File: src/rtl/ddr4_axi_memtest.sv
`default_nettype none
// ==== ddr4_axi_memtest : AXI4 burst write / read-back pattern tester, rev 1.0 ====
// Writes seed^address into num_bursts INCR bursts, reads them back and counts bad beats.

package ddr4_axi_memtest_pkg;
  localparam int unsigned ADDR_W = 64;
  localparam int unsigned DATA_W = 128;
  localparam int unsigned ID_W   = 4;
  localparam int unsigned USER_W = 1;

  typedef struct packed {
    logic [ID_W-1:0]   id;
    logic [ADDR_W-1:0] addr;
    logic [7:0]        len;
    logic [2:0]        size;
    logic [1:0]        burst;
    logic              lock;
    logic [3:0]        cache;
    logic [2:0]        prot;
    logic [3:0]        qos;
    logic [3:0]        region;
    logic [5:0]        atop;
    logic [USER_W-1:0] user;
  } aw_chan_t;

  typedef struct packed {
    logic [ID_W-1:0]   id;
    logic [ADDR_W-1:0] addr;
    logic [7:0]        len;
    logic [2:0]        size;
    logic [1:0]        burst;
    logic              lock;
    logic [3:0]        cache;
    logic [2:0]        prot;
    logic [3:0]        qos;
    logic [3:0]        region;
    logic [USER_W-1:0] user;
  } ar_chan_t;

  typedef struct packed {
    logic [DATA_W-1:0]   data;
    logic [DATA_W/8-1:0] strb;
    logic                last;
    logic [USER_W-1:0]   user;
  } w_chan_t;

  typedef struct packed {
    logic [ID_W-1:0]   id;
    logic [1:0]        resp;
    logic [USER_W-1:0] user;
  } b_chan_t;

  typedef struct packed {
    logic [ID_W-1:0]   id;
    logic [DATA_W-1:0] data;
    logic [1:0]        resp;
    logic              last;
    logic [USER_W-1:0] user;
  } r_chan_t;

  typedef struct packed {
    aw_chan_t aw;
    logic     aw_valid;
    w_chan_t  w;
    logic     w_valid;
    logic     b_ready;
    ar_chan_t ar;
    logic     ar_valid;
    logic     r_ready;
  } axi_req_t;

  typedef struct packed {
    logic    aw_ready;
    logic    ar_ready;
    logic    w_ready;
    logic    b_valid;
    b_chan_t b;
    logic    r_valid;
    r_chan_t r;
  } axi_resp_t;
endpackage

module ddr4_axi_memtest #(
  parameter int unsigned AddrWidth = 64,
  parameter int unsigned DataWidth = 128,
  parameter int unsigned IdWidth   = 4,
  parameter int unsigned BurstLen  = 16,
  parameter type axi_req_t  = ddr4_axi_memtest_pkg::axi_req_t,
  parameter type axi_resp_t = ddr4_axi_memtest_pkg::axi_resp_t
) (
  input  logic                 clk_i,
  input  logic                 rst_i,
  input  logic                 start_i,
  input  logic [AddrWidth-1:0] base_addr_i,
  input  logic [15:0]          num_bursts_i,
  input  logic [31:0]          seed_i,
  output axi_req_t             mst_req_o,
  input  axi_resp_t            mst_rsp_i,
  output logic                 busy_o,
  output logic                 done_o,
  output logic [31:0]          err_cnt_o,
  output logic [AddrWidth-1:0] first_err_addr_o
);

  localparam int unsigned BeatBytes  = DataWidth / 8;
  localparam int unsigned BurstBytes = BurstLen * BeatBytes;
  localparam int unsigned SizeLog    = $clog2(BeatBytes);
  localparam int unsigned BeatW      = $clog2(BurstLen + 1);
  localparam int unsigned Reps       = DataWidth / 32;
  localparam logic [7:0]  LenField   = 8'(BurstLen - 1);
  localparam logic [2:0]  SizeField  = 3'(SizeLog);
  localparam logic [IdWidth-1:0] TxnId = '0;

  localparam logic [2:0] S_IDLE  = 3'd0;
  localparam logic [2:0] S_WR_AW = 3'd1;
  localparam logic [2:0] S_WR_W  = 3'd2;
  localparam logic [2:0] S_WR_B  = 3'd3;
  localparam logic [2:0] S_RD_AR = 3'd4;
  localparam logic [2:0] S_RD_R  = 3'd5;
  localparam logic [2:0] S_DONE  = 3'd6;

  logic [2:0]           state, state_nxt;
  logic [AddrWidth-1:0] base, burst_addr, beat_addr, err_addr;
  logic [15:0]          num_bursts, burst_k;
  logic [31:0]          seed;
  logic [BeatW-1:0]     beat;
  logic [DataWidth-1:0] exp_data;
  logic                 start_ok, last_beat, more_bursts;
  logic                 w_hs, b_hs, r_hs, r_bad, b_bad, err_evt;
  logic                 unused_rsp;

  assign beat_addr   = burst_addr + (AddrWidth'(beat) << SizeLog);
  assign exp_data    = {Reps{seed ^ beat_addr[31:0]}};
  assign last_beat   = (beat == BeatW'(BurstLen - 1));
  assign more_bursts = (17'(burst_k) + 17'd1) < 17'(num_bursts);
  assign start_ok    = start_i && (state == S_IDLE || state == S_DONE);

  assign w_hs  = (state == S_WR_W) && mst_rsp_i.w_ready;
  assign b_hs  = (state == S_WR_B) && mst_rsp_i.b_valid;
  assign r_hs  = (state == S_RD_R) && mst_rsp_i.r_valid;
  assign b_bad = b_hs && (mst_rsp_i.b.resp != 2'b00);
  // Data, response and last-position faults on one beat collapse into a single error.
  assign r_bad = r_hs && ((mst_rsp_i.r.data != exp_data) || (mst_rsp_i.r.resp != 2'b00)
                          || (mst_rsp_i.r.last != last_beat));
  assign err_evt  = b_bad || r_bad;
  assign err_addr = b_bad ? burst_addr : beat_addr;

  assign unused_rsp = ^{mst_rsp_i.b.id, mst_rsp_i.b.user, mst_rsp_i.r.id, mst_rsp_i.r.user};

  always_ff @(posedge clk_i) begin
    if (rst_i) state <= S_IDLE;
    else       state <= state_nxt;
  end

  always_comb begin
    state_nxt = state;
    case (state)
      S_IDLE, S_DONE: if (start_i) state_nxt = (num_bursts_i == 16'd0) ? S_DONE : S_WR_AW;
      S_WR_AW:        if (mst_rsp_i.aw_ready) state_nxt = S_WR_W;
      S_WR_W:         if (mst_rsp_i.w_ready && last_beat) state_nxt = S_WR_B;
      S_WR_B:         if (mst_rsp_i.b_valid) state_nxt = more_bursts ? S_WR_AW : S_RD_AR;
      S_RD_AR:        if (mst_rsp_i.ar_ready) state_nxt = S_RD_R;
      S_RD_R:         if (mst_rsp_i.r_valid && mst_rsp_i.r.last)
                        state_nxt = more_bursts ? S_RD_AR : S_DONE;
      default:        state_nxt = S_IDLE;
    endcase
  end

  // Valids and readies are pure decodes of the state register, never of a ready input.
  always_comb begin
    mst_req_o          = '0;
    mst_req_o.aw.id    = TxnId;
    mst_req_o.aw.addr  = burst_addr;
    mst_req_o.aw.len   = LenField;
    mst_req_o.aw.size  = SizeField;
    mst_req_o.aw.burst = 2'b01;
    mst_req_o.ar.id    = TxnId;
    mst_req_o.ar.addr  = burst_addr;
    mst_req_o.ar.len   = LenField;
    mst_req_o.ar.size  = SizeField;
    mst_req_o.ar.burst = 2'b01;
    mst_req_o.w.data   = exp_data;
    mst_req_o.w.strb   = '1;
    mst_req_o.w.last   = last_beat;
    mst_req_o.aw_valid = (state == S_WR_AW);
    mst_req_o.w_valid  = (state == S_WR_W);
    mst_req_o.b_ready  = (state == S_WR_B);
    mst_req_o.ar_valid = (state == S_RD_AR);
    mst_req_o.r_ready  = (state == S_RD_R);
    busy_o             = (state != S_IDLE) && (state != S_DONE);
    done_o             = (state == S_DONE);
  end

  always_ff @(posedge clk_i) begin
    if (rst_i) begin
      base             <= '0;
      burst_addr       <= '0;
      num_bursts       <= '0;
      seed             <= '0;
      burst_k          <= '0;
      beat             <= '0;
      err_cnt_o        <= '0;
      first_err_addr_o <= '0;
    end else if (start_ok) begin
      base             <= base_addr_i;
      burst_addr       <= base_addr_i;
      num_bursts       <= num_bursts_i;
      seed             <= seed_i;
      burst_k          <= '0;
      beat             <= '0;
      err_cnt_o        <= '0;
      first_err_addr_o <= '0;
    end else begin
      if (w_hs) beat <= last_beat ? '0 : beat + 1'b1;
      if (r_hs) beat <= mst_rsp_i.r.last ? '0 : beat + 1'b1;
      // End of a burst: step to the next one, or rewind to base for the read-back pass.
      if (b_hs || (r_hs && mst_rsp_i.r.last)) begin
        if (more_bursts) begin
          burst_k    <= burst_k + 16'd1;
          burst_addr <= burst_addr + AddrWidth'(BurstBytes);
        end else begin
          burst_k    <= '0;
          burst_addr <= base;
        end
      end
      if (err_evt && (err_cnt_o != 32'hFFFF_FFFF)) begin
        err_cnt_o <= err_cnt_o + 32'd1;
        if (err_cnt_o == 32'd0) first_err_addr_o <= err_addr;
      end
    end
  end

endmodule
`default_nettype wire

File: config.mk
export PLATFORM = sky130hd
export DESIGN_NAME = ddr4_axi_memtest
export DESIGN_NICKNAME = d
export VERILOG_FILES = /design/src/rtl/ddr4_axi_memtest.sv
export SDC_FILE = /design/constraint.sdc
export NUM_CORES = 1
export LEC_CHECK = 0
export CORE_AREA = 8 8 270 272
export CTS_CLUSTER_DIAMETER = 30
export DETAILED_ROUTE_END_ITERATION = 16
export DIE_AREA = 0 0 278 280
export GPL_TIMING_DRIVEN = 0
export PLACE_DENSITY = 0.55
export SYNTH_ARGS = -nofsm -noshare
export SYNTH_HDL_FRONTEND = slang
export SYNTH_SLANG_ARGS = --single-unit
File: constraint.sdc
create_clock -name clk_i -period 11.4 [get_ports clk_i]
set_input_delay 1.14 -clock clk_i [delete_from_list [all_inputs] [get_ports clk_i]]
set_output_delay 1.14 -clock clk_i [all_outputs]
set_load 0.01 [all_outputs]
=== Word level (Yosys, flattened, before mapping) ===
Index checks and enable logic that the tools add are counted.

* Input port bits: 263
* Bits in registers: 296
* Output and inout port bits: 451
* Word-level logic and storage cells: 81

* Reductions and logical operators: 28
* Eq/ne operators: 17
* Bitwise operators: 1
* Order comparisons: 1
* $add $sub $neg: 6
* Muxes and demuxes: 19

{| class="wikitable"
|+ Operators with widths
! cell !! count
|-
| 64-bit 2-to-1 mux || 4
|-
| 128-bit inequality test || 1
|-
| 64-bit by 9-bit adder with 64-bit output || 1
|-
| 64-bit by 9-bit adder with 64-bit output, second input constant || 1
|-
| 32-bit by 1-bit adder with 32-bit output, second input constant || 1
|-
| 32-bit logical NOT || 1
|-
| 32-bit inequality test, second input constant || 1
|-
| 32-bit XOR || 1
|-
| 3-bit 2-to-1 mux || 8
|-
| 5-bit 2-to-1 mux || 4
|-
| 3-bit case mux with 6 select lines || 1
|-
| 16-bit by 1-bit adder with 17-bit output, second input constant || 1
|-
| 17-bit by 16-bit less-than comparator with 1-bit output || 1
|-
| 16-bit by 1-bit adder with 16-bit output, second input constant || 1
|-
| 16-bit logical NOT || 1
|-
| 16-bit 2-to-1 mux || 1
|-
| 1-bit logical AND || 11
|-
| 2-bit by 1-bit inequality test with 1-bit output, second input constant || 5
|-
| 3-bit equality test, second input constant || 3
|-
| 2-bit nonzero test || 4
|-
| 3-bit by 2-bit equality test with 1-bit output, second input constant || 2
|-
| 6-bit AND reduction || 1
|-
| 5-bit by 1-bit adder with 5-bit output, second input constant || 1
|-
| 5-bit by 4-bit equality test with 1-bit output, second input constant || 1
|-
| 10 further kinds || 15
|}

=== Logic depth before layout (Yosys ltp) ===
* Depth after elaboration: 9
* Gate-level depth with buffers: 20
* Gate-level depth less buffers: 17

=== Worst setup path after synthesis ===
OpenSTA, ideal clock, no wires.

* Path kind: register to register
* From: register burst_k[0]
* To: register burst_addr[21]
* Arrival: 3.990 ns
* Buffers on the path: 1
* Stages on the path, launching flop included: 19
* Setup time: 0.117 ns
* Slack: 7.293 ns
* Required time: 11.283 ns
* Clock period less this slack: 4.107 ns
* Path through: dfxtp_1 ha_1 and3_1 and3_1 and3_1 and3_1 xor2_1 ha_1 a21o_1 a21o_1 a21oi_1 nand2_1 o21ai_0 a21oi_1 nor2_1 clkbuf_1 mux2i_1 o22ai_1 a22o_1

* Word-level cells in the longest chain between the ends: 5

{| class="wikitable"
|+ Ends and longest elaborated chain
! element !! line !! RTL
|-
| start, declared || 124 || <nowiki>logic [15:0] num_bursts, burst_k;</nowiki>
|-
| start signal, assigned || 219 || <nowiki>burst_k <= burst_k + 16'd1;</nowiki>
|-
| 16-bit by 1-bit adder with 17-bit output || 135 || <nowiki>assign more_bursts = (17'(burst_k) + 17'd1) < 17'(num_bursts);</nowiki>
|-
| 17-bit by 16-bit less-than comparator with 1-bit output || 135 ||
|-
| 64-bit 2-to-1 mux || 218 || <nowiki>if (more_bursts) begin</nowiki>
|-
| 64-bit 2-to-1 mux || 217 || <nowiki>if (b_hs || (r_hs && mst_rsp_i.r.last)) begin</nowiki>
|-
| 64-bit 2-to-1 mux || 204 || <nowiki>end else if (start_ok) begin</nowiki>
|-
| end signal, assigned || 206 || <nowiki>burst_addr <= base_addr_i;</nowiki>
|-
| end signal, assigned || 220 || <nowiki>burst_addr <= burst_addr + AddrWidth'(BurstBytes);</nowiki>
|-
| end signal, assigned || 223 || <nowiki>burst_addr <= base;</nowiki>
|-
| end, declared || 123 || <nowiki>logic [AddrWidth-1:0] base, burst_addr, beat_addr, err_addr;</nowiki>
|}

No other way between the ends. The select of a mux whose other input is x is not followed.
A chain may end at the register's enable or synchronous reset.

==> results.json <==
{
  "die_width_um": 278,
  "multiInputGateArea_sq_um": 11400,
  "fin_ws_ns": 5.12,
  "fmax_mhz": 159,
  "layout_commonest_cell": "clkdlybuf4s50_1",
  "r2r_cells": 18,
  "startpoint": "burst_addr[15]$_SDFFE_PP0P_",
  "ys.flop_type": "dfxtp_1",
  "antenna_found_initial": 31,
  "ys_seq_area_share_pct": 29.7,
  "clock_latency_ns": 0.63,
  "hold_violations": 0,
  "path_cells": "buf_2 > nand4_1 > nor4_1 > nand4_1 > xnor2_1 > buf_4 > clkdlybuf4s50_1",
  "finalPower_uw": 6100,
  "coreArea_sq_um": 68900,
  "synth_area_leaders": "dfxtp_1, buf_4, nand2_1",
  "fin_tns_setup_ns": 0,
  "clockBufferDepth": 3,
  "fin_skew_ns": 0.0334,
  "dpl.hpwl_um": 91900,
  "layout-drive-gt1-share_pct": 13.4,
  "grt_max_degree": 13,
  "rsz0062_at_grt": "false",
  "cp_slowest_cell": "nor4_1",
  "ys_warn_count": 0,
  "r2r-start": "burst_k[0]$_SDFFE_PP0P_",
  "htreeDepth": 3,
  "die_h_um": 280,
  "worstSetupPathType": "reg -> out",
  "async_flop_share_pct": 0,
  "ctsRootBufferMaster": "clkbuf_16",
  "cpMostUsedCell": "nand4_1",
  "die-area_sq_um": 77800,
  "wl_per_cell_um": 26.0,
  "r2r_slack_ns": 5.39,
  "cap_violations": 0,
  "vias_per_cell": 5.27,
  "grt_first_pass_wirelength_um": 159000,
  "post-synth-top-area-cell": "dfxtp_1",
  "power.density_nw_per_um2": 201,
  "setup_viol": 0,
  "p_leak_uw": 0.0113,
  "status": "finished, final reports clean",
  "clk_pin_slew_ns": 0.04,
  "cts_num_sinks": 296,
  "drc_errors": 0,
  "synth-edff-count": 0,
  "synth_seq_cells": 296,
  "crit_end": "mst_req_o[179]",
  "synth_top_area_share_pct": 29.7,
  "vdd.ir_drop.worst_uv": 106,
  "cts_buffers": 85,
  "post-route-period-util_pct": 55.1,
  "ios": 714,
  "gp_congestion": 0.969,
  "num_rows": 97,
  "cp_data_arrival_time_ns": 5.14,
  "fillers": 7158,
  "dr.pass1.iters": 5,
  "cts_tree": "done",
  "period_needed_ns": 6.28,
  "hold_class": "reg -> reg",
  "drv_slew": 0,
  "nets": 3728,
  "layout_common_cells": "clkdlybuf4s50_1, nand2_1, dfxtp_1",
  "synth_cell_type_count": 83,
  "syn_area_sq_um": 19900,
  "crit_buf_inv": 3,
  "first_iter_violations": 2386,
  "timing.hold.ws_ns": 0.450,
  "regArea_sq_um": 5930,
  "gr-total-overflow": 0,
  "postCtsResizedCells": 0,
  "crit_family": "simple AND/OR/NAND/NOR gates",
  "syn_area_per_cell_sq_um": 7.53,
  "via_count": 23247,
  "postCtsSetupRepairBufs": 0,
  "max_slew_margin_pct": 10.6,
  "grt_usage_pct": 27.6,
  "ant_nets": 0,
  "max_stage_delay_ns": 1.28,
  "tightest_slew_ns": 1.33,
  "dp_slack_ns": 5.48,
  "synthToLayoutAreaGrowth_pct": 52.4,
  "critPathLaunchType": "register",
  "grt_pass1_vias": 22198,
  "end_kind": "output pin",
  "crit_required_ns": 10.26,
  "rr_endpoint": "burst_addr[5]$_SDFFE_PP0P_",
  "wirelength_um": 115000,
  "utilization_pct": 44.1,
  "syn_inst": 2649,
  "path_depth": 7,
  "crit_fanout": 9,
  "io_buffers": 611,
  "postCtsHoldBufs": 0,
  "start_util_pct": 28.9
}
cell usage after synthesis (5+ instances only):
| master | n |
|---|---|
| nand3b_1 | 12 |
| a211oi_1 | 9 |
| a221oi_1 | 5 |
| a22oi_1 | 7 |
| or4_1 | 34 |
| o311ai_0 | 11 |
| or3_1 | 39 |
| a21oi_1 | 215 |
| o31ai_1 | 48 |
| nand4_1 | 74 |
| a311oi_1 | 23 |
| nand2_1 | 403 |
| dfxtp_1 | 296 |
| and2_1 | 23 |
| nand3_1 | 90 |
| a31oi_1 | 8 |
| buf_1 | 15 |
| xnor2_1 | 72 |
| nor2_1 | 177 |
| nor3_1 | 59 |
| o22ai_1 | 15 |
| o211ai_1 | 50 |
| inv_1 | 43 |
| o221ai_1 | 8 |
| xor2_1 | 58 |
| mux2i_1 | 49 |
| buf_2 | 22 |
| nand2b_1 | 8 |
| o21a_1 | 8 |
| o21ai_0 | 84 |
| and3_1 | 37 |
| ha_1 | 27 |
| clkbuf_1 | 138 |
| o21ai_1 | 6 |
| buf_6 | 6 |
| a31o_1 | 11 |
| buf_4 | 264 |
| o2111ai_1 | 6 |
| a21o_1 | 15 |
| nor4_1 | 56 |
| nor3_2 | 9 |
| and4_1 | 13 |
| or2_2 | 6 |
| a22o_1 | 15 |
through the flow:
stage / area, sq um / cells
global placement: 27500 / 4240
finish: 30400 / 4410
floorplan: 20300 / 2738
CTS: 30300 / 4394
global route: 30400 / 4397
detailed placement: 27500 / 4241
power breakdown:
part | internal (uW) | switching (uW)
registers | 1170 | 196
clock network | 1590 | 743
logic | 1090 | 1310
flip-flops by register name, indices dropped and copies added (netlist names):
signal and cells:
seed 32, burst_addr 64, base 64, state 3, num_bursts 16, burst_k 16, beat 5, first_err_addr_o 64
err_cnt_o 32
per-layer routing:
| metal | vias up | wire, um | global-route usage [%] |
|---|---|---|---|
| li1 | 10765 | - | - |
| met1 | 10897 | 47400 | 35.4 |
| met2 | 1287 | 50800 | 43.3 |
| met3 | 274 | 12300 | 9.29 |
| met4 | 24 | 3960 | 9.29 |
| met5 | - | 166 | 0 |
worst register-to-register path, cell delays in order, from the launching register on:
cell and delay (ns):
dfxtp_1 0.40, ha_1 0.26, and3_1 0.26, and3_1 0.30, and3_1 0.27, and3_1 0.28, nand3_1 0.19, nor2_1 0.17
xor2_1 0.10, ha_1 0.30, nand3_1 0.10, a21oi_1 0.13, o21ai_0 0.13, a21oi_1 0.99, nor2_1 0.38, clkbuf_1 0.39
nor2_1 0.85, nand2_1 0.16, a311oi_1 0.27
logic make-up (layout without fill, tap and decap cells):
family                     after synthesis  count (layout)  synth area share (%)
other                                    2             107                0.0377
adders and majority gates               28              28                  1.79
xor gates and xnor gates               135             135                  6.31
muxes                                   51              51                  2.57
DFF                                    296             296                  29.7
AOI/OAI and AO/OA                      586             586                  19.0
buffers and inverters                  491            1256                  14.7
and+or+nand+nor                       1060            1060                  25.8
how the worst min path moves through the flow:
stage	start	endpoint	slack (ns)	depth (start not counted)
detailed placement	base[36]$_SDFFE_PP0P_	base[36]$_SDFFE_PP0P_	0.44	2
global route	base[41]$_SDFFE_PP0P_	base[41]$_SDFFE_PP0P_	0.46	2
floorplan	base[53]$_SDFFE_PP0P_	base[53]$_SDFFE_PP0P_	0.43	2
finish	base[29]$_SDFFE_PP0P_	base[29]$_SDFFE_PP0P_	0.45	2
CTS	base[36]$_SDFFE_PP0P_	base[36]$_SDFFE_PP0P_	0.45	2
global placement	base[53]$_SDFFE_PP0P_	base[53]$_SDFFE_PP0P_	0.44	2
cell type report:
type / instances / area share, %
Sequential cell: 296 / 19.5
Clock buffer: 113 / 7.97
Timing Repair Buffer: 612 / 20.1
Multi-Input combinational cell: 1951 / 37.5
Buffer: 448 / 9.14
Tap cell: 891 / 3.67
Antenna cell: 16 / 0.132
Clock inverter: 40 / 1.36
Inverter: 43 / 0.531
Power figures use the tool's default switching activity.
